[config.mk]
export PLATFORM = sky130hd
export DESIGN_NAME = ram_access_sequencer_flat
export DESIGN_NICKNAME = d
export VERILOG_FILES = /design/src/rtl/ram_access_sequencer_pkg.sv /design/src/rtl/ram_access_sequencer_if.sv /design/src/rtl/ram_access_sequencer_rr_arbiter.sv /design/src/rtl/ram_access_sequencer.sv /design/src/flat_wrapper.sv
export SDC_FILE = /design/constraint.sdc
export NUM_CORES = 1
export LEC_CHECK = 0
export BUFFER_PORTS_ARGS = -buffer_cell sky130_fd_sc_hd__buf_4
export CORE_ASPECT_RATIO = 0.7
export CORE_MARGIN = 1.5
export CORE_UTILIZATION = 41
export CTS_CLUSTER_SIZE = 16
export DETAILED_ROUTE_END_ITERATION = 7
export PLACE_DENSITY = 0.69
export SKIP_LAST_GASP = 1
export SLEW_MARGIN = 20
export SYNTH_ARGS = -nofsm -noshare
export SYNTH_HDL_FRONTEND = slang
export SYNTH_SLANG_ARGS = --single-unit
export TNS_END_PERCENT = 30
[constraint.sdc]
create_clock -name clock -period 6.5 [get_ports clock]
set_clock_uncertainty 0.1 [all_clocks]
set_input_delay 0.65 -clock clock [delete_from_list [all_inputs] [get_ports clock]]
set_output_delay 0.65 -clock clock [all_outputs]
set_load 0.02 [all_outputs]
[src/rtl/ram_access_sequencer_pkg.sv]
// Shared types for the RAM sequencer: FSM states, requester ids and data widths.
package mem_ctrl_pkg;

    localparam int WORD_W = 32;
    localparam int HALF_W = 16;

    typedef enum logic [1:0] {
        IDLE = 2'd0,
        HI   = 2'd1,
        LO   = 2'd2,
        DONE = 2'd3
    } state_e;

    typedef enum logic {
        FETCH = 1'b0,
        MEM   = 1'b1
    } grant_e;

endpackage

[src/rtl/ram_access_sequencer_if.sv]
// Pipeline-side request/response signals plus the 16-bit RAM pins of the sequencer.
interface ram_access_sequencer_if #(
    parameter int ADDR_W = 18
);
    import mem_ctrl_pkg::*;

    logic                if_req;
    logic [ADDR_W-1:0]   if_addr;
    logic [WORD_W-1:0]   if_rdata;
    logic                if_ready;

    logic                mem_req;
    logic                mem_we;
    logic [ADDR_W-1:0]   mem_addr;
    logic [WORD_W-1:0]   mem_wdata;
    logic [WORD_W-1:0]   mem_rdata;
    logic                mem_ready;

    logic [ADDR_W-1:0]   ram_addr;
    logic [HALF_W-1:0]   ram_wdata;
    logic [HALF_W-1:0]   ram_rdata;
    logic                ram_en;
    logic                ram_we;

    modport slave (
        input  if_req, if_addr, mem_req, mem_we, mem_addr, mem_wdata, ram_rdata,
        output if_rdata, if_ready, mem_rdata, mem_ready,
               ram_addr, ram_wdata, ram_en, ram_we
    );

    modport master (
        output if_req, if_addr, mem_req, mem_we, mem_addr, mem_wdata, ram_rdata,
        input  if_rdata, if_ready, mem_rdata, mem_ready,
               ram_addr, ram_wdata, ram_en, ram_we
    );

endinterface

[src/rtl/ram_access_sequencer_rr_arbiter.sv]
// Combinational two-way arbiter: a lone request wins, a tie goes to whoever was not granted last.
module ram_rr_arbiter
    import mem_ctrl_pkg::*;
(
    input  logic   if_req,
    input  logic   mem_req,
    input  grant_e last_grant,
    output logic   grant_valid,
    output grant_e grant_id
);

    always_comb begin
        grant_valid = if_req | mem_req;
        grant_id    = FETCH;
        if (if_req && mem_req) begin
            grant_id = (last_grant == FETCH) ? MEM : FETCH;
        end else if (mem_req) begin
            grant_id = MEM;
        end
    end

endmodule

[src/rtl/ram_access_sequencer.sv]
// Splits each 32-bit fetch/memory access into two 16-bit RAM cycles (high half, then low half).
// Ready pulses 2*(RAM_WAIT+1)+1 cycles after the grant; requests are only sampled in IDLE.
module ram_access_sequencer
    import mem_ctrl_pkg::*;
#(
    parameter int ADDR_W   = 18,
    parameter int RAM_WAIT = 0
) (
    input  logic                  clock,
    input  logic                  reset,
    ram_access_sequencer_if.slave bus
);

    localparam logic [2:0] WAIT_LAST = 3'(RAM_WAIT);

    state_e              state_q;
    logic [2:0]          wait_cnt_q;
    grant_e              last_grant_q;
    grant_e              grant_q;
    logic [ADDR_W-1:0]   base_q;
    logic                we_q;
    logic [WORD_W-1:0]   wdata_q;
    logic [HALF_W-1:0]   buf_hi_q;

    logic                ram_en_q;
    logic                ram_we_q;
    logic [ADDR_W-1:0]   ram_addr_q;
    logic [HALF_W-1:0]   ram_wdata_q;
    logic                if_ready_q;
    logic                mem_ready_q;
    logic [WORD_W-1:0]   if_rdata_q;
    logic [WORD_W-1:0]   mem_rdata_q;

    logic                grant_valid;
    grant_e              grant_id;
    logic [ADDR_W-1:0]   req_addr_d;
    logic [ADDR_W-1:0]   base_d;
    logic                we_d;
    logic [WORD_W-1:0]   wdata_d;
    logic                phase_end;

    ram_rr_arbiter u_arb (
        .if_req      (bus.if_req),
        .mem_req     (bus.mem_req),
        .last_grant  (last_grant_q),
        .grant_valid (grant_valid),
        .grant_id    (grant_id)
    );

    // Byte address -> even half-word address: drop the byte offset within the word.
    always_comb begin
        req_addr_d = bus.if_addr;
        we_d       = 1'b0;
        wdata_d    = '0;
        if (grant_id == MEM) begin
            req_addr_d = bus.mem_addr;
            we_d       = bus.mem_we;
            wdata_d    = bus.mem_wdata;
        end
        base_d = (req_addr_d & ~ADDR_W'(3)) >> 1;
    end

    assign phase_end = (wait_cnt_q == WAIT_LAST);

    always_ff @(posedge clock or posedge reset) begin
        if (reset) begin
            state_q      <= IDLE;
            wait_cnt_q   <= '0;
            last_grant_q <= FETCH;
            grant_q      <= FETCH;
            base_q       <= '0;
            we_q         <= 1'b0;
            wdata_q      <= '0;
            buf_hi_q     <= '0;
            ram_en_q     <= 1'b0;
            ram_we_q     <= 1'b0;
            ram_addr_q   <= '0;
            ram_wdata_q  <= '0;
            if_ready_q   <= 1'b0;
            mem_ready_q  <= 1'b0;
            if_rdata_q   <= '0;
            mem_rdata_q  <= '0;
        end else begin
            if_ready_q  <= 1'b0;
            mem_ready_q <= 1'b0;
            case (state_q)
                IDLE: begin
                    if (grant_valid) begin
                        grant_q      <= grant_id;
                        last_grant_q <= grant_id;
                        base_q       <= base_d;
                        we_q         <= we_d;
                        wdata_q      <= wdata_d;
                        wait_cnt_q   <= '0;
                        ram_en_q     <= 1'b1;
                        ram_we_q     <= we_d;
                        ram_addr_q   <= base_d;
                        ram_wdata_q  <= wdata_d[WORD_W-1:HALF_W];
                        state_q      <= HI;
                    end
                end
                HI: begin
                    if (phase_end) begin
                        if (!we_q) begin
                            buf_hi_q <= bus.ram_rdata;
                        end
                        wait_cnt_q  <= '0;
                        ram_addr_q  <= {base_q[ADDR_W-1:1], 1'b1};
                        ram_wdata_q <= wdata_q[HALF_W-1:0];
                        state_q     <= LO;
                    end else begin
                        wait_cnt_q <= wait_cnt_q + 3'd1;
                    end
                end
                LO: begin
                    if (phase_end) begin
                        wait_cnt_q <= '0;
                        ram_en_q   <= 1'b0;
                        ram_we_q   <= 1'b0;
                        state_q    <= DONE;
                        // Low half goes straight from the RAM pins into the result word.
                        if (grant_q == MEM) begin
                            mem_ready_q <= 1'b1;
                            if (!we_q) begin
                                mem_rdata_q <= {buf_hi_q, bus.ram_rdata};
                            end
                        end else begin
                            if_ready_q <= 1'b1;
                            if_rdata_q <= {buf_hi_q, bus.ram_rdata};
                        end
                    end else begin
                        wait_cnt_q <= wait_cnt_q + 3'd1;
                    end
                end
                default: begin
                    state_q <= IDLE;
                end
            endcase
        end
    end

    assign bus.ram_en    = ram_en_q;
    assign bus.ram_we    = ram_we_q;
    assign bus.ram_addr  = ram_addr_q;
    assign bus.ram_wdata = ram_wdata_q;
    assign bus.if_ready  = if_ready_q;
    assign bus.if_rdata  = if_rdata_q;
    assign bus.mem_ready = mem_ready_q;
    assign bus.mem_rdata = mem_rdata_q;

endmodule

[src/flat_wrapper.sv]
// flat-port wrapper written by rule: the top's interface ports become plain ports
module ram_access_sequencer_flat import mem_ctrl_pkg::*;
#(
    parameter int ADDR_W   = 18,
    parameter int RAM_WAIT = 0
)
  (clock, reset, bus_if_req, bus_if_addr, bus_mem_req, bus_mem_we, bus_mem_addr, bus_mem_wdata, bus_ram_rdata, bus_if_rdata, bus_if_ready, bus_mem_rdata, bus_mem_ready, bus_ram_addr, bus_ram_wdata, bus_ram_en, bus_ram_we);
  ram_access_sequencer_if #(.ADDR_W(ADDR_W)) bus_i ();
  input  logic clock;
  input  logic reset;
  input wire logic [$bits(bus_i.if_req)-1:0] bus_if_req;
  input wire logic [$bits(bus_i.if_addr)-1:0] bus_if_addr;
  input wire logic [$bits(bus_i.mem_req)-1:0] bus_mem_req;
  input wire logic [$bits(bus_i.mem_we)-1:0] bus_mem_we;
  input wire logic [$bits(bus_i.mem_addr)-1:0] bus_mem_addr;
  input wire logic [$bits(bus_i.mem_wdata)-1:0] bus_mem_wdata;
  input wire logic [$bits(bus_i.ram_rdata)-1:0] bus_ram_rdata;
  output wire logic [$bits(bus_i.if_rdata)-1:0] bus_if_rdata;
  output wire logic [$bits(bus_i.if_ready)-1:0] bus_if_ready;
  output wire logic [$bits(bus_i.mem_rdata)-1:0] bus_mem_rdata;
  output wire logic [$bits(bus_i.mem_ready)-1:0] bus_mem_ready;
  output wire logic [$bits(bus_i.ram_addr)-1:0] bus_ram_addr;
  output wire logic [$bits(bus_i.ram_wdata)-1:0] bus_ram_wdata;
  output wire logic [$bits(bus_i.ram_en)-1:0] bus_ram_en;
  output wire logic [$bits(bus_i.ram_we)-1:0] bus_ram_we;
  assign bus_i.if_req = bus_if_req;
  assign bus_i.if_addr = bus_if_addr;
  assign bus_i.mem_req = bus_mem_req;
  assign bus_i.mem_we = bus_mem_we;
  assign bus_i.mem_addr = bus_mem_addr;
  assign bus_i.mem_wdata = bus_mem_wdata;
  assign bus_i.ram_rdata = bus_ram_rdata;
  assign bus_if_rdata = bus_i.if_rdata;
  assign bus_if_ready = bus_i.if_ready;
  assign bus_mem_rdata = bus_i.mem_rdata;
  assign bus_mem_ready = bus_i.mem_ready;
  assign bus_ram_addr = bus_i.ram_addr;
  assign bus_ram_wdata = bus_i.ram_wdata;
  assign bus_ram_en = bus_i.ram_en;
  assign bus_ram_we = bus_i.ram_we;
  ram_access_sequencer #(.ADDR_W(ADDR_W), .RAM_WAIT(RAM_WAIT)) u_core (.clock(clock), .reset(reset), .bus(bus_i));
endmodule
* After elaboration in Yosys (flattened, before gate mapping)
Index checks and enable logic that the tools add are counted.
** Storage, ports and cells
- Bits of input ports :: 89
- Logic and storage cells :: 68
- Output and inout bits :: 102
- Bits in registers :: 157
** Operators by class
- Equal/unequal tests :: 5
- Add/sub/neg operators :: 1
- Bitwise logic cells :: 3
- Muxes and demuxes :: 29
- Reduce and logical (&&, ||, !) cells :: 15
** Operator list (count)
- 18-bit 2-to-1 mux :: 3
- 18-bit one-hot mux with 2 select lines :: 1
- 16-bit 2-to-1 mux :: 2
- 32-bit 2-to-1 mux :: 1
- 16-bit one-hot mux with 2 select lines :: 1
- 3-bit AND reduction :: 5
- 1-bit 2-to-1 mux :: 12
- 2-bit 2-to-1 mux :: 3
- 3-bit 2-to-1 mux :: 2
- 2-bit by 1-bit != test with 1-bit output (second input constant) :: 3
- 2-bit one-hot mux with 3 select lines :: 1
- 3-bit one-hot mux with 2 select lines :: 1
- 2-bit nonzero test :: 3
- 1-bit one-hot mux with 2 select lines :: 2
- 2-bit AND reduction :: 2
- 4-bit AND reduction :: 1
- 3-bit by 1-bit adder with 3-bit output (second input constant) :: 1
- 3-bit logical NOT :: 1
- 2-bit by 1-bit == test with 1-bit output (second input constant) :: 1
- 2-bit == test (second input constant) :: 1
- 2-bit logical NOT :: 1
- 1-bit NOT :: 2
- 2-bit OR reduction :: 1
- 1-bit logical AND :: 1
- 1-bit bitwise OR :: 1

* Longest topological paths before layout
Gate-level depths: netlist of the first run.
- Depth after elaboration :: 5
- Depth in mapped cells :: 7
- Mapped depth without buffers :: 5

* By module
Synthesis of the first run repeated with hierarchy kept, for this count alone.
** Unflattened totals
- Cells, all modules :: 494
- Area total of the unflattened synthesis :: 6477.5 µm²
** Modules (own cells, without submodules)
- ram_access_sequencer :: area each 6463.7 µm², times used 1, cells each 492, sequential area each 3903.7 µm²
- ram_rr_arbiter :: area each 13.8 µm², times used 1, cells each 2, sequential area each 0.0 µm²

* Least setup slack after synthesis of the first run
No wires, ideal clock.
- Path type :: register to register
- Start :: register u_core.state_q[1]
- End :: register u_core.buf_hi_q[0]
- Data arrival time :: 1764 ps
- Buffers on the path :: 2
- Data required time :: 6275 ps
- Clock period less this slack :: 1989 ps
- Stages on the path, launching flop included :: 8
- Library setup time :: 125 ps
- Setup slack :: 4511 ps
- Cell sequence :: dfrtp_1 > inv_1 > ha_1 > clkbuf_2 > nand3b_2 > nor2_2 > buf_2 > mux2_2
** Between the ends
- Longest elaborated chain between the ends :: 2
** RTL lines
- start: declaration :: RTL line ram_access_sequencer.sv:16 : state_e state_q;
- start signal: assignment :: RTL line ram_access_sequencer.sv:67 : state_q <= IDLE;
- start signal: assignment :: RTL line ram_access_sequencer.sv:99 : state_q <= HI;
- start signal: assignment :: RTL line ram_access_sequencer.sv:110 : state_q <= LO;
- 2-bit by 1-bit == test with 1-bit output :: RTL line ram_access_sequencer.sv:86 : case (state_q)
- 3-bit AND reduction (no source line)
- end signal: assignment :: RTL line ram_access_sequencer.sv:105 : buf_hi_q <= bus.ram_rdata;
- end: declaration :: RTL line ram_access_sequencer.sv:23 : logic [HALF_W-1:0] buf_hi_q;
No other way between the ends.
A chain may end at the register's enable or synchronous reset.

* Worst setup path after layout of the first run
- Start :: register u_core.state_q[0]
- End :: register u_core.ram_addr_q[4] (netlist: u_core.bus.ram_addr[4])
** Between the ends
- Longest elaborated chain between the ends :: 3
- Elaborated cells on any way between the ends :: 7
- Those cells by class :: eq/ne: 3; mux: 1; reduce/logical: 3
** RTL lines
- 2-bit by 1-bit == test with 1-bit output / 2-bit logical NOT (equally long branches) :: RTL line ram_access_sequencer.sv:86
- 2-bit by 1-bit != test with 1-bit output (no source line) / 2-bit nonzero test (equally long branches)
- 3-bit AND reduction (no source line)
- end signal: assignment :: RTL line ram_access_sequencer.sv:97 : ram_addr_q <= base_d;
- end signal: assignment :: RTL line ram_access_sequencer.sv:108 : ram_addr_q <= {base_q[ADDR_W-1:1], 1'b1};
- end: declaration :: RTL line ram_access_sequencer.sv:27 : logic [ADDR_W-1:0] ram_addr_q;
Several ways; a longest one is shown, not always the timed one.

==> results of run 1 <==
-- final timing paths --
kind                       slack, ps                      from                  endpoint  cells after the start
hold / removal                   220                     reset  u_core.bus.ram_wdata[12]                      2
min in group clock               350          bus_mem_wdata[1]         u_core.wdata_q[1]                      2
setup reg to reg                3630         u_core.state_q[0]    u_core.bus.ram_addr[4]                      5
max in group asynchronous       4870                     reset   u_core.bus.if_rdata[26]                      3
setup / recovery                3630         u_core.state_q[0]    u_core.bus.ram_addr[4]                      5
hold reg to reg                  380  u_core.bus.mem_rdata[14]  u_core.bus.mem_rdata[14]                      1
-- layer usage --
layer,vias to the layer above,global-route usage [%]
met4,0,6.727
met2,182,29.19
met3,19,6.280
met1,2287,26.07
li1,2073,-
met5,-,0
-- layout make-up --
type	count	area, um2	share of cell area [%]
sequential	156	3904	45.53
tap	195	244.0	2.846
timing repair buffer	190	1450	16.91
inverter	23	91.34	1.065
multi-input combinational	262	2262	26.39
clock buffer	22	484.2	5.648
clock inverter	10	137.6	1.605
-- power by group --
part           switching (mW)  internal [mW]  total, mW  leakage (nW)
registers               0.283           1.45       1.73          1.89
logic                    1.08          0.996       2.08          1.92
clock network           0.385          0.644       1.03         0.302
total                    1.75           3.09       4.84          4.11
-- registers in the layout (all words and copies together) (netlist names) --
signal and flops:
u_core.base_q 16, u_core.buf_hi_q 16, u_core.bus.if_rdata 32, u_core.bus.if_ready 1, u_core.bus.mem_rdata 32, u_core.bus.mem_ready 1
u_core.bus.ram_addr 17, u_core.bus.ram_en 1, u_core.bus.ram_wdata 16, u_core.bus.ram_we 1, u_core.last_grant_q 1, u_core.state_q 2
u_core.wait_cnt_q 3, u_core.wdata_q 16, u_core.we_q 1
-- kinds of logic (layout without fill, tap and decap cells) --
group / after synthesis / count (layout)
compound gates: 86 / 86
flops: 156 / 156
other cells: 1 / 1
simple gates: 72 / 72
fa+ha+maj: 6 / 6
mux: 97 / 97
buf+inv: 52 / 245
-- stage by stage --
step	cell area, um2	utilization [%]
detailed placement	7948	53.15
floorplan	6389	-
global route	8573	57.33
CTS	8569	57.31
finish	8573	57.33
global placement	7920	52.97
-- cell usage after synthesis (all sizes together), types with 2 or more instances --
cell	number	area [um2]
mux2	81	912.1
nand2	20	75.07
dfrtp	156	3904
nand2b	2	12.51
clkbuf	11	42.54
a21oi	4	20.02
nand3b	2	18.77
ha	6	75.07
mux2i	16	160.2
a221o	16	160.2
a221oi	16	140.1
nor2b	3	18.77
buf	18	125.1
a21o	2	15.01
nor3	18	100.1
nand3	2	10.01
a22o	16	140.1
nor2	4	17.52
and3	16	100.1
inv	23	86.33
o21ai	23	115.1
or2	2	12.51
-- worst register-to-register path, cell delays in order, from the launching register on --
cell	delay (ps)
sky130_fd_sc_hd__dfrtp_1	410
sky130_fd_sc_hd__inv_1	110
sky130_fd_sc_hd__ha_1	330
sky130_fd_sc_hd__nor2b_1	920
sky130_fd_sc_hd__o21a_1	650
sky130_fd_sc_hd__a221oi_1	190
==> metrics list, run 1 <==
* Fraction of final layout cells sized beyond drive strength 1: 46.61%
- In the detailed route, the total length drawn on met2 is 6628 um.
- Vias per cell: 5.316
- Setup violations remaining at the end of the flow were counted as 0.
- Number of flops mapped to enable cells by yosys: 0
- RSZ-0062 raised after global routing: false
- Buffers placed on the I/O ports in this run total 185.
- The synthesized netlist contains 43 unique library cells.
- IR analysis of the VDD net gives a maximum drop of 0.0002050 V.
* Hpwl dp: 10120 um
- In this run the tightest slew margin relative to its limit is 25.57%.
- Setup bufs post-CTS: 0
- Summing the areas of all compound-gate instances in the mapped netlist gives 10.65% of the synthesized area.
- Path class of the lowest-slack min-delay path: in2async
- For this block, the initial DRC count from the detailed router was 205.
- For this run, the number of Yosys warnings is 0.
- Chip width: 152.2 um
- The root buffer cell chosen for the clock tree is sky130_fd_sc_hd__clkbuf_16.
* Slew at the pin with the worst max-slew slack: 1114 ps
- Level count of the clock H-tree: 4
- The total overflow left after global routing is 0.
- # DRC: 0
* WP data arrival: 3020 ps
- Clock latency on the worst-skew pair, taken at its later pin, is 410 ps.
- Counting the buffers created by CTS gives 17.
- Mean instance size in the synthesized netlist: 13.59 um2
* Lkg Pwr: 4.112 nW
- STA classifies the critical path startpoint as a register.
- The flow ran to the end, and the final reports show no timing, DRC or antenna violations.
* CTS Hold Bufs: 0
- Routed length on met1: 6903 um
- After clock tree synthesis, the clock-pin slew on the worst setup and hold paths is 60 ps.
- Net Count, Synth: 565
- The library cell used most frequently in the layout, excluding fill and tap cells, is sky130_fd_sc_hd__buf_4.
- Summed over all nets, wire length on met3 after detailed routing comes to 1229 um.
* Number of global-route vias before repair: 4613
* Fillcell total: 1238
- The core region is 0.01495 mm2.
* Multiplexer area fraction after synthesis: 16.78%
- Synthesized area: 0.006389 mm2
- Buffers and inverters on the worst path: 1
* Cell family with most CP delay: simple AND/OR/NAND/NOR gates
* GR Util All Layers: 19.27%
* CTS Sinks: 156
* Simple-gate share of the synthesized area: 6.248%
* IO Count: 191
- Routability-driven placement finished with a final weighted congestion of 0.7796.
- The highest metal layer carrying signal wires in the routed design is met4.
- Count of pins over their slew limit: 0
- Of the total synthesized cell area, the portion taken by XOR and XNOR cells is 0%.
* Wire length of the first global-routing pass: 24540 um
- TritonCTS built the clock tree.
- Counting I/O delays and the setup requirement, the final critical path takes 2872 ps.
- The worst path meets setup with 3628 ps of slack.
- Once placement completed, the tool counted placed cells totaling 826.
- Final Hold Slack: 218.4 ps
- For this run, asynchronously set or reset flops after synthesis account for 100.0%.
- Primary flip-flop cell chosen by synthesis mapping: sky130_fd_sc_hd__dfrtp_1
- Series of cell instances along the critical path: inv_1 -> ha_1 -> nor2b_1 -> o21a_1 -> a221oi_1
- CP peak stage delay: 920 ps
* Top library cells by usage in the layout, fill and taps aside: sky130_fd_sc_hd__buf_4, sky130_fd_sc_hd__dfrtp_1, sky130_fd_sc_hd__mux2_2
- Post-Syn Instances: 470
- Of the total synthesized cell area, the portion taken by full adders, half adders and majority gates is 1.175%.
- Flip-flop and latch count after synthesis: 156
* Slowest CP cell: sky130_fd_sc_hd__nor2b_1
* Post-Layout Cell Count: 858
- Die area: 0.01635 mm2
- Number of antenna violations at the first check in global routing: 0
- Detailed Route WL: 14960 um
- The critical path is of the reg2reg type.
* Highest attainable clock frequency: 0.3482 GHz
* CTS Buffer Depth: 2
* Antenna-violating nets left: 0
* Hold violation total from the final report: 0
- Average routed wire per standard cell: 17.43 um
- Largest fanout on the critical path: 17
* Antenna diode count: 0
- Power spread over the standard cell area amounts to 564.2 mW/mm2.
* Main combinational cell family by area after synthesis: multiplexers
- In the final timing run, aggregate negative setup slack is 0 ps.
- Post-layout power: 4.837 mW
* Max Cap Violations: 0
- Die boundary height: 107.4 um
* Critical Path RT: 6650 ps
- Final worst-path cycle share: 44.18%
- Final layout net count: 745
* Number of vias after detailed routing: 4561
* Sequential-to-total area share from yosys stat: 61.10%
- After clock tree synthesis, the repair step resized 0 gates.
* Area overhead of the layout relative to synthesis: 34.20%
- After floorplanning, the core was divided into 37 placement rows.
* Pre-CTS setup slack: 3638 ps
- Detailed Routing Iterations Pass 1: 4
* Largest net degree at the start of global routing: 83
* Initial core utilization: 42.72%
* Endpoint kind of the worst setup timing path: register
No activity file was read; power rests on OpenSTA's default activity.
==> run 2, diff against run 1 <==
==> constraint.sdc (replaced) <==
create_clock -name clock -period 2.9 [get_ports clock]
set_clock_uncertainty 0.1 [all_clocks]
set_input_delay 0.29 -clock clock [delete_from_list [all_inputs] [get_ports clock]]
set_output_delay 0.29 -clock clock [all_outputs]
set_load 0.02 [all_outputs]
==> run 2 against run 1 <==
  * The flow now finishes with violations (hold timing)
  * Sequential power is 120% higher
  * Combinational power is 130% higher
  * Count of clock-buffer cells in the layout is 3 lower
  * Largest cell class unchanged
  * Largest power group unchanged
==> metrics list, run 2 (synthesis gave the netlist of run 1 again) <==
* Result of the run: finished, violations left
- Failing checks: hold timing
- The count of TritonRoute iterations in the first routing pass is 4 (unchanged).
* Largest net degree at the start of global routing: 157 (+89%)
- Initial core utilization: 42.72% (unchanged)
* Largest fanout on the critical path: 33 (+16)
- The post-cts sizing count was 0 (unchanged).
- The post-route fraction of the period consumed by the critical path is 81.75% (+38 points).
* CTS tree: done
- The H-tree depth was 4 (unchanged).
* Path class of the lowest-slack min-delay path: in2async
- Inserted Clock Buffers: 17 (unchanged)
- Antenna diode count: 0 (unchanged)
- Slew at the pin with the worst max-slew slack: 833.0 ps (-281.1 ps)
- Final Hold Slack: -1.819 ps (-220.2 ps)
- Latest clock arrival within the worst-skew pair: 420 ps (about the same)
- Area overhead of the layout relative to synthesis: 38.01%
* R2R cell count: 6 (+1)
* Number of vias after detailed routing: 4653 (+2.0%)
- Chip width: 152.2 um (unchanged)
- Post-layout power: 11.05 mW (+130%)
- Worst reg2reg setup slack: 530 ps (-3100 ps)
- The total power divided by cell area was 1253 mW/mm2 (+120%).
* Highest attainable clock frequency: 0.4218 GHz (+21%)
* Min Tclk post-route: 2371 ps (-500.9 ps)
* Count of pins over their slew limit: 0 (unchanged)
- Number of placed cells counting well taps: 831 (+0.61%)
* Clock transition time at the flip-flop clock pins of the worst setup and hold paths: 60 ps (about the same)
* Average routed wire per standard cell: 17.64 um (+1.2%)
- In the layout the commonest cells are sky130_fd_sc_hd__buf_4, sky130_fd_sc_hd__dfrtp_1, sky130_fd_sc_hd__mux2_2.
- The placer congestion estimate was 0.8203 (+5.2%).
- The global-route wire length before repair came to 25500 um (+3.9%).
- Max Cap Violations: 0 (unchanged)
- Critical Path RT: 3100 ps (-3550 ps)
* Detailed Route WL: 15520 um (+3.8%)
- Number of failing setup endpoints in the final timing report: 0 (unchanged)
* # DRC: 0 (unchanged)
- Number of DRC markers in iteration 0: 233 (+14%)
- The fraction of final layout cells sized beyond drive strength 1 is 45.99% (-0.62 points).
- The die area was 0.01635 mm2 (unchanged).
* CTS Buffer Depth: 2 (unchanged)
* Post-Layout Cell Count: 880 (+2.6%)
- Setup bufs post-CTS: 0 (unchanged)
* Vias per cell: 5.288 (-0.53%)
- Fillcell total: 1189 (-4.0%)
* Worst slew margin: 44.46% (+19 points)
- The critical path is of the reg2reg type.
- The number of buffers inserted by port buffering came to 185 (unchanged).
- # rows: 37 (unchanged)
* Aggregate global routing overflow: 0 (unchanged)
- The detailed placer's ending HPWL came to 10300 um (+1.8%).
- Lkg Pwr: 4.210 nW (+2.4%)
- The number of primary I/O pins is 191 (unchanged).
- Setup repair after global routing left no endpoint under its margin.
- Sum of negative setup slack: 0 ps (unchanged)
* CTS Sinks: 156 (unchanged)
* Number of global-route vias before repair: 4923 (+6.7%)
- Root Buffer Master: sky130_fd_sc_hd__clkbuf_16
- GR Util All Layers: 19.99% (+0.72 points)
- Peak supply drop: 0.0005056 V (+150%)
- Hold violation total from the final report: 1 (+1)
- WP data arrival: 2570 ps (-450 ps)
* Antenna-violating nets left: 0 (unchanged)
* Number of antenna violations at the first check in global routing: 0 (unchanged)
- The worst setup path is captured at a register.
- Most common cell after layout, fill and taps aside: sky130_fd_sc_hd__buf_4
- Kind of start point of the critical path: register
- The die extent in y came to 107.4 um (unchanged).
* Core outline area: 0.01495 mm2 (unchanged)
- The number of nets in the final layout is 767 (+3.0%).
-- run 2: changes by cell type in the layout (fill, tap and decap cells not counted), sizes merged --
cell	change
inv	+2
bufinv	+2
dlygate4sd3	+17
clkinv	-3
buf	+5
clkbuf	-3
clkinvlp	+2
-- run 2: final timing paths --
check	to	start
worst max-delay path	u_core.bus.if_rdata[2]	u_core.wait_cnt_q[0]
worst min-delay path	u_core.bus.if_rdata[15]	reset
worst max register to register	u_core.bus.if_rdata[2]	u_core.wait_cnt_q[0]
worst min register to register	u_core.base_q[9]	u_core.base_q[9]
max in group asynchronous	u_core.bus.ram_wdata[12]	reset
min in group clock	u_core.bus.if_rdata[10]	bus_ram_rdata[10]
-- run 2: timing repair --
item                                    CTS  global route
hold endpoints to repair                 18             0
hold buffers                             17             0
endpoints found under the setup margin    0             0
-- run 2: final cells by class --
class / instances / area, um2 / area share [%]
repair buffers: 212 / 1659 / 18.82
flip-flops and latches: 156 / 3904 / 44.27
clock buffers: 19 / 442.9 / 5.023
inverters: 23 / 90.09 / 1.022
well taps: 195 / 244.0 / 2.767
clock inverters: 13 / 212.7 / 2.412
multi-input cells: 262 / 2265 / 25.68
-- run 2: report_power, final --
part,internal [mW],total (mW),switching (mW)
combinational,2.26,4.72,2.46
clock,1.56,2.45,0.891
sequential,3.24,3.89,0.640
total,7.07,11.1,3.99
-- run 2: through the flow --
step	cell area [um2]	utilization [%]	worst slack, ps	hold slack [ps]
2_1_floorplan	6392	-	537.1	322.7
3_3_place_gp	7989	53.43	550.2	362.0
3_5_place_dp	7991	53.44	524.1	372.5
4_1_cts	8817	58.97	512.1	1.098
5_1_grt	8817	58.97	352.7	1.375
6_report	8817	58.97	529.3	-1.819
-- run 2: worst max-delay path, stage by stage, from the launching register on --
cell,delay (ps)
sky130_fd_sc_hd__dfrtp_1,400
sky130_fd_sc_hd__inv_1,90
sky130_fd_sc_hd__ha_1,260
sky130_fd_sc_hd__nand2b_1,340
sky130_fd_sc_hd__nor3_4,200
sky130_fd_sc_hd__buf_4,460
sky130_fd_sc_hd__mux2_2,400
-- run 2: per-layer routing --
layer | wire length, um | GRT usage, % | up-vias
met5 | 0 | 0 | -
met4 | 176 | 8.530 | 0
met3 | 1149 | 5.676 | 15
met2 | 7186 | 30.48 | 195
met1 | 7010 | 26.85 | 2335
li1 | - | - | 2108
==> run 3, diff against run 2 <==
--- a/config.mk
+++ b/config.mk
@@ -5,13 +5,14 @@
 export SDC_FILE = /design/constraint.sdc
 export NUM_CORES = 1
 export LEC_CHECK = 0
+export ABC_AREA = 1
 export BUFFER_PORTS_ARGS = -buffer_cell sky130_fd_sc_hd__buf_4
 export CORE_ASPECT_RATIO = 0.7
 export CORE_MARGIN = 1.5
 export CORE_UTILIZATION = 41
 export CTS_CLUSTER_SIZE = 16
 export DETAILED_ROUTE_END_ITERATION = 7
-export PLACE_DENSITY = 0.69
+export PLACE_DENSITY = 0.68
 export SKIP_LAST_GASP = 1
 export SLEW_MARGIN = 20
 export SYNTH_ARGS = -nofsm -noshare
==> constraint.sdc (replaced) <==
create_clock -name clock -period 2.2 [get_ports clock]
set_clock_uncertainty 0.1 [all_clocks]
set_input_delay 0.22 -clock clock [delete_from_list [all_inputs] [get_ports clock]]
set_output_delay 0.22 -clock clock [all_outputs]
set_load 0.02 [all_outputs]
==> run 3 against run 2 <==
  * The flow now finishes without violations
  * Power rose by 27%
  * Non-clock buffer count is 29 higher
  * Core utilization decreased by 0.23 points
  * Worst hold slack improved by 22 ps
  * Synthesized cell count increased by 64%
  * Die area up 4.3%
  * Sequential cell count did not move
  * Setup slack got worse by 190 ps
  * Largest power group unchanged
==> metrics list, run 3 <==
* Net Count, Synth: 866 (+53%)
- Net switching fraction of the power: 41.73% (+5.7 points)
* Top library cells by usage in the layout, fill and taps aside: sky130_fd_sc_hd__nand2_1, sky130_fd_sc_hd__buf_4, sky130_fd_sc_hd__dfrtp_1
- The number of antenna diodes is 0 (unchanged).
* Hpwl dp: 11200 um (+8.7%)
- Number of flops mapped to enable cells by yosys: 0 (unchanged)
* Area overhead of the layout relative to synthesis: 38.20%
- The die extent in y is 109.7 um (+2.1%).
- Number of global-route vias before repair: 5528 (+12%)
- The maximum clock path buffer count is 2 (unchanged).
- Lkg Pwr: 4.869 nW (+16%)
- STA classifies the critical path endpoint as a register.
* Mean instance size in the synthesized netlist: 8.650 um2 (-36%)
* Detailed Route WL: 17310 um (+12%)
* Sum of negative setup slack: 0 ps (unchanged)
- The highest clock rate is 0.5360 GHz (+27%).
* Largest net degree at the start of global routing: 80 (-49%)
- Async set-reset flop share out of synthesis: 100.0% (unchanged)
- Yosys top cell area share: 58.54% (-2.6 points)
- The number of distinct library cells after synthesis came to 22 (-49%).
* Number of antenna violations at the first check in global routing: 0 (unchanged)
- The slack of the critical path is 334.3 ps (-194.9 ps).
- Inserted Clock Buffers: 17 (unchanged)
- The library cell used most frequently in the layout, excluding fill and tap cells, is sky130_fd_sc_hd__nand2_1.
- TritonCTS built the clock tree.
- Average routed wire per standard cell: 14.40 um (-18%)
- Commonest cells in the netlist: sky130_fd_sc_hd__nand2_1, sky130_fd_sc_hd__dfrtp_1, sky130_fd_sc_hd__nor2_1
- The post-detailed-route DRC marker count was 0 (unchanged).
* Slew at the pin with the worst max-slew slack: 711.6 ps (-121.4 ps)
- The total congestion overflow came to 0 (unchanged).
* Post-Layout Cell Count: 1202 (+37%)
- The count of final hold-check violations came to 0 (-1).
- The end-of-flow core utilization is 58.74% (-0.23 points).
* Power per cell area: 1520 mW/mm2 (+21%)
- The critical-path maximum fanout came to 16 (-52%).
- Peak supply drop: 0.0007713 V (+53%)
* Root Buffer Master: sky130_fd_sc_hd__clkbuf_16
* Clk network pwr share: 20.7% (-1.5 points)
- The post-cts sizing count was 0 (unchanged).
- Count of pins over their slew limit: 0 (unchanged)
* Flip-flop and latch count after synthesis: 156 (unchanged)
- The post-placement worst setup slack was 348.6 ps (-175.5 ps).
- Final Wtd Congestion: 0.7420 (-9.5%)
- The total global routing track utilization came to 20.48% (+0.49 points).
* Sequential-to-total area share from yosys stat: 58.54% (-2.6 points)
- Crit Path Category: reg2reg
- The clock insertion delay at the later pin of the skew report came to 410 ps (about the same).
* WP data arrival: 2110 ps (-460 ps)
- Synthesized area: 0.006669 mm2 (+4.4%)
- Result of the run: finished, final reports clean
* Final layout net count: 1084 (+41%)
* Vias per cell: 4.788 (-9.4%)
- In the synthesized netlist the dominant register cell turns out to be sky130_fd_sc_hd__dfrtp_1.
* Wire length of the first global-routing pass: 27510 um (+7.9%)
- The initial core utilization was 42.50% (-0.22 points).
- The power dissipated by switching net loads is 5.847 mW (+47%).
* Number of failing setup endpoints in the final timing report: 0 (unchanged)
- The total placed cells including tap cells was 1130 (+36%).
- Number of vias after detailed routing: 5755 (+24%)
- The die area came to 0.01705 mm2 (+4.3%).
- Internal power: 8.164 mW (+16%)
- The clock-pin slew reported for the worst setup and hold paths after clock tree synthesis was 70 ps (about the same).
* Dominant cell type by area after synthesis: sky130_fd_sc_hd__dfrtp_1
- The proportion of power drawn by flip-flops and latches is 34.9% (-0.3 points).
* Most numerous cell in the Yosys netlist: sky130_fd_sc_hd__nand2_1
- The die width is 155.4 um (+2.1%).
* Min Tclk post-route: 1866 ps (-505.1 ps)
* Antenna-violating nets left: 0 (unchanged)
- Kind of start point of the critical path: register
* RSZ-0062 raised after global routing: false
- # port buffers: 185 (unchanged)
- Final Hold Slack: 20.05 ps (+21.87 ps)
* Logic pwr share: 44.4% (+1.7 points)
- The post-route fraction of the period consumed by the critical path was 84.80% (+3.1 points).
* Max Cap Violations: 0 (unchanged)
- The max-slew headroom at the worst pin was 52.39% (+7.9 points).
* Detailed Routing Iterations Pass 1: 4 (unchanged)
* IO Count: 191 (unchanged)
- Core outline area: 0.01569 mm2 (+4.9%)
- The count of mapped cells out of synthesis came to 771 (+64%).
- Level count of the clock H-tree: 4 (unchanged)
- Critical Path RT: 2440 ps (-660 ps)
* CTS Sinks: 156 (unchanged)
- The warning count from the yosys run was 0 (unchanged).
- Fraction of final layout cells sized beyond drive strength 1: 24.75% (-21 points)
- The initial detailed-routing violation count was 435 (+87%).
- The number of setup buffers added after CTS came to 0 (unchanged).
- The number of placement rows was 38 (+2.7%).
- Path class of the lowest-slack min-delay path: in2reg
- Largest cells by area after synthesis: sky130_fd_sc_hd__dfrtp_1, sky130_fd_sc_hd__nand2_1, sky130_fd_sc_hd__nor2_1
==> run 3: cell types whose count changed after synthesis, moves of 31 or more <==
cell,delta
sky130_fd_sc_hd__inv_1,+39
sky130_fd_sc_hd__mux2_2,-76
sky130_fd_sc_hd__nand2_1,+243
sky130_fd_sc_hd__nor2_1,+68
sky130_fd_sc_hd__nand3_1,+35
sky130_fd_sc_hd__o22ai_1,+32
sky130_fd_sc_hd__o21ai_0,+31
==> run 3: cell type report <==
cell class / count / area [um2]
clock inverters: 14 / 151.4
multi-input cells: 508 / 2275
well taps: 200 / 250.2
flip-flops and latches: 156 / 3904
inverters: 65 / 247.7
clock buffers: 18 / 429.2
repair buffers: 241 / 1959
fillers: 1391 / 6474
==> run 3: through the flow <==
stage          cell area, um2  power (mW)
2_1_floorplan            6673       8.789
3_3_place_gp             8235       10.99
3_5_place_dp             8235       11.12
4_1_cts                  9216       14.12
5_1_grt                  9216       15.00
6_report                 9216       14.01
==> run 3: cell families after synthesis <==
logic type                 count (synthesis)  share of synthesized area, %
buffers and inverters                    107                         7.354
and+or+nand+nor                          383                         23.17
adders and majority gates                  6                         1.126
other                                      1                       0.05623
AOI/OAI and AO/OA                        118                         9.756
DFF                                      156                         58.54
==> run 3: path summary, 6_finish.rpt <==
path	startpoint	to	slack [ps]	cells past startpoint
hold reg to reg	u_core.bus.ram_we	u_core.bus.ram_we	380	2
setup / recovery	u_core.state_q[0]	u_core.bus.ram_wdata[12]	330	8
max in group asynchronous	reset	u_core.base_q[7]	1220	4
hold / removal	bus_if_addr[16]	u_core.base_q[15]	20	3
min in group asynchronous	reset	u_core.wdata_q[12]	400	4
setup reg to reg	u_core.state_q[0]	u_core.bus.ram_wdata[12]	330	8
==> run 3: routing by layer <==
layer	share of wire (%)	vias up	track usage, %
li1	-	2877	-
met3	6.5	10	5.282
met4	0.60	0	5.034
met1	49	2683	29.32
met5	0	-	0
met2	44	185	31.22
==> run 3: what timing repair did <==
action	4_1_cts	5_1_grt
hold endpoints to repair	199	0
hold buffers	40	0
setup endpoints to repair	0	0
==> run 3: worst max-delay path: stages (launching register included) <==
cell                      delay [ps]
sky130_fd_sc_hd__dfrtp_1         410
sky130_fd_sc_hd__inv_1            90
sky130_fd_sc_hd__ha_1            260
sky130_fd_sc_hd__inv_2            80
sky130_fd_sc_hd__nand2_1          80
sky130_fd_sc_hd__nand3_2         250
sky130_fd_sc_hd__inv_2           350
sky130_fd_sc_hd__nand2_1         110
sky130_fd_sc_hd__nand2_1          60
==> run 3: power groups by stage <==
stage	combinational [mW]	clock, mW	sequential, mW
after global placement	6.08	0	4.90
after global routing	6.87	3.10	5.04
after detailed placement	6.21	0	4.92
final	6.22	2.89	4.89
after CTS	6.28	2.96	4.88
after floorplan	3.00	0	5.79
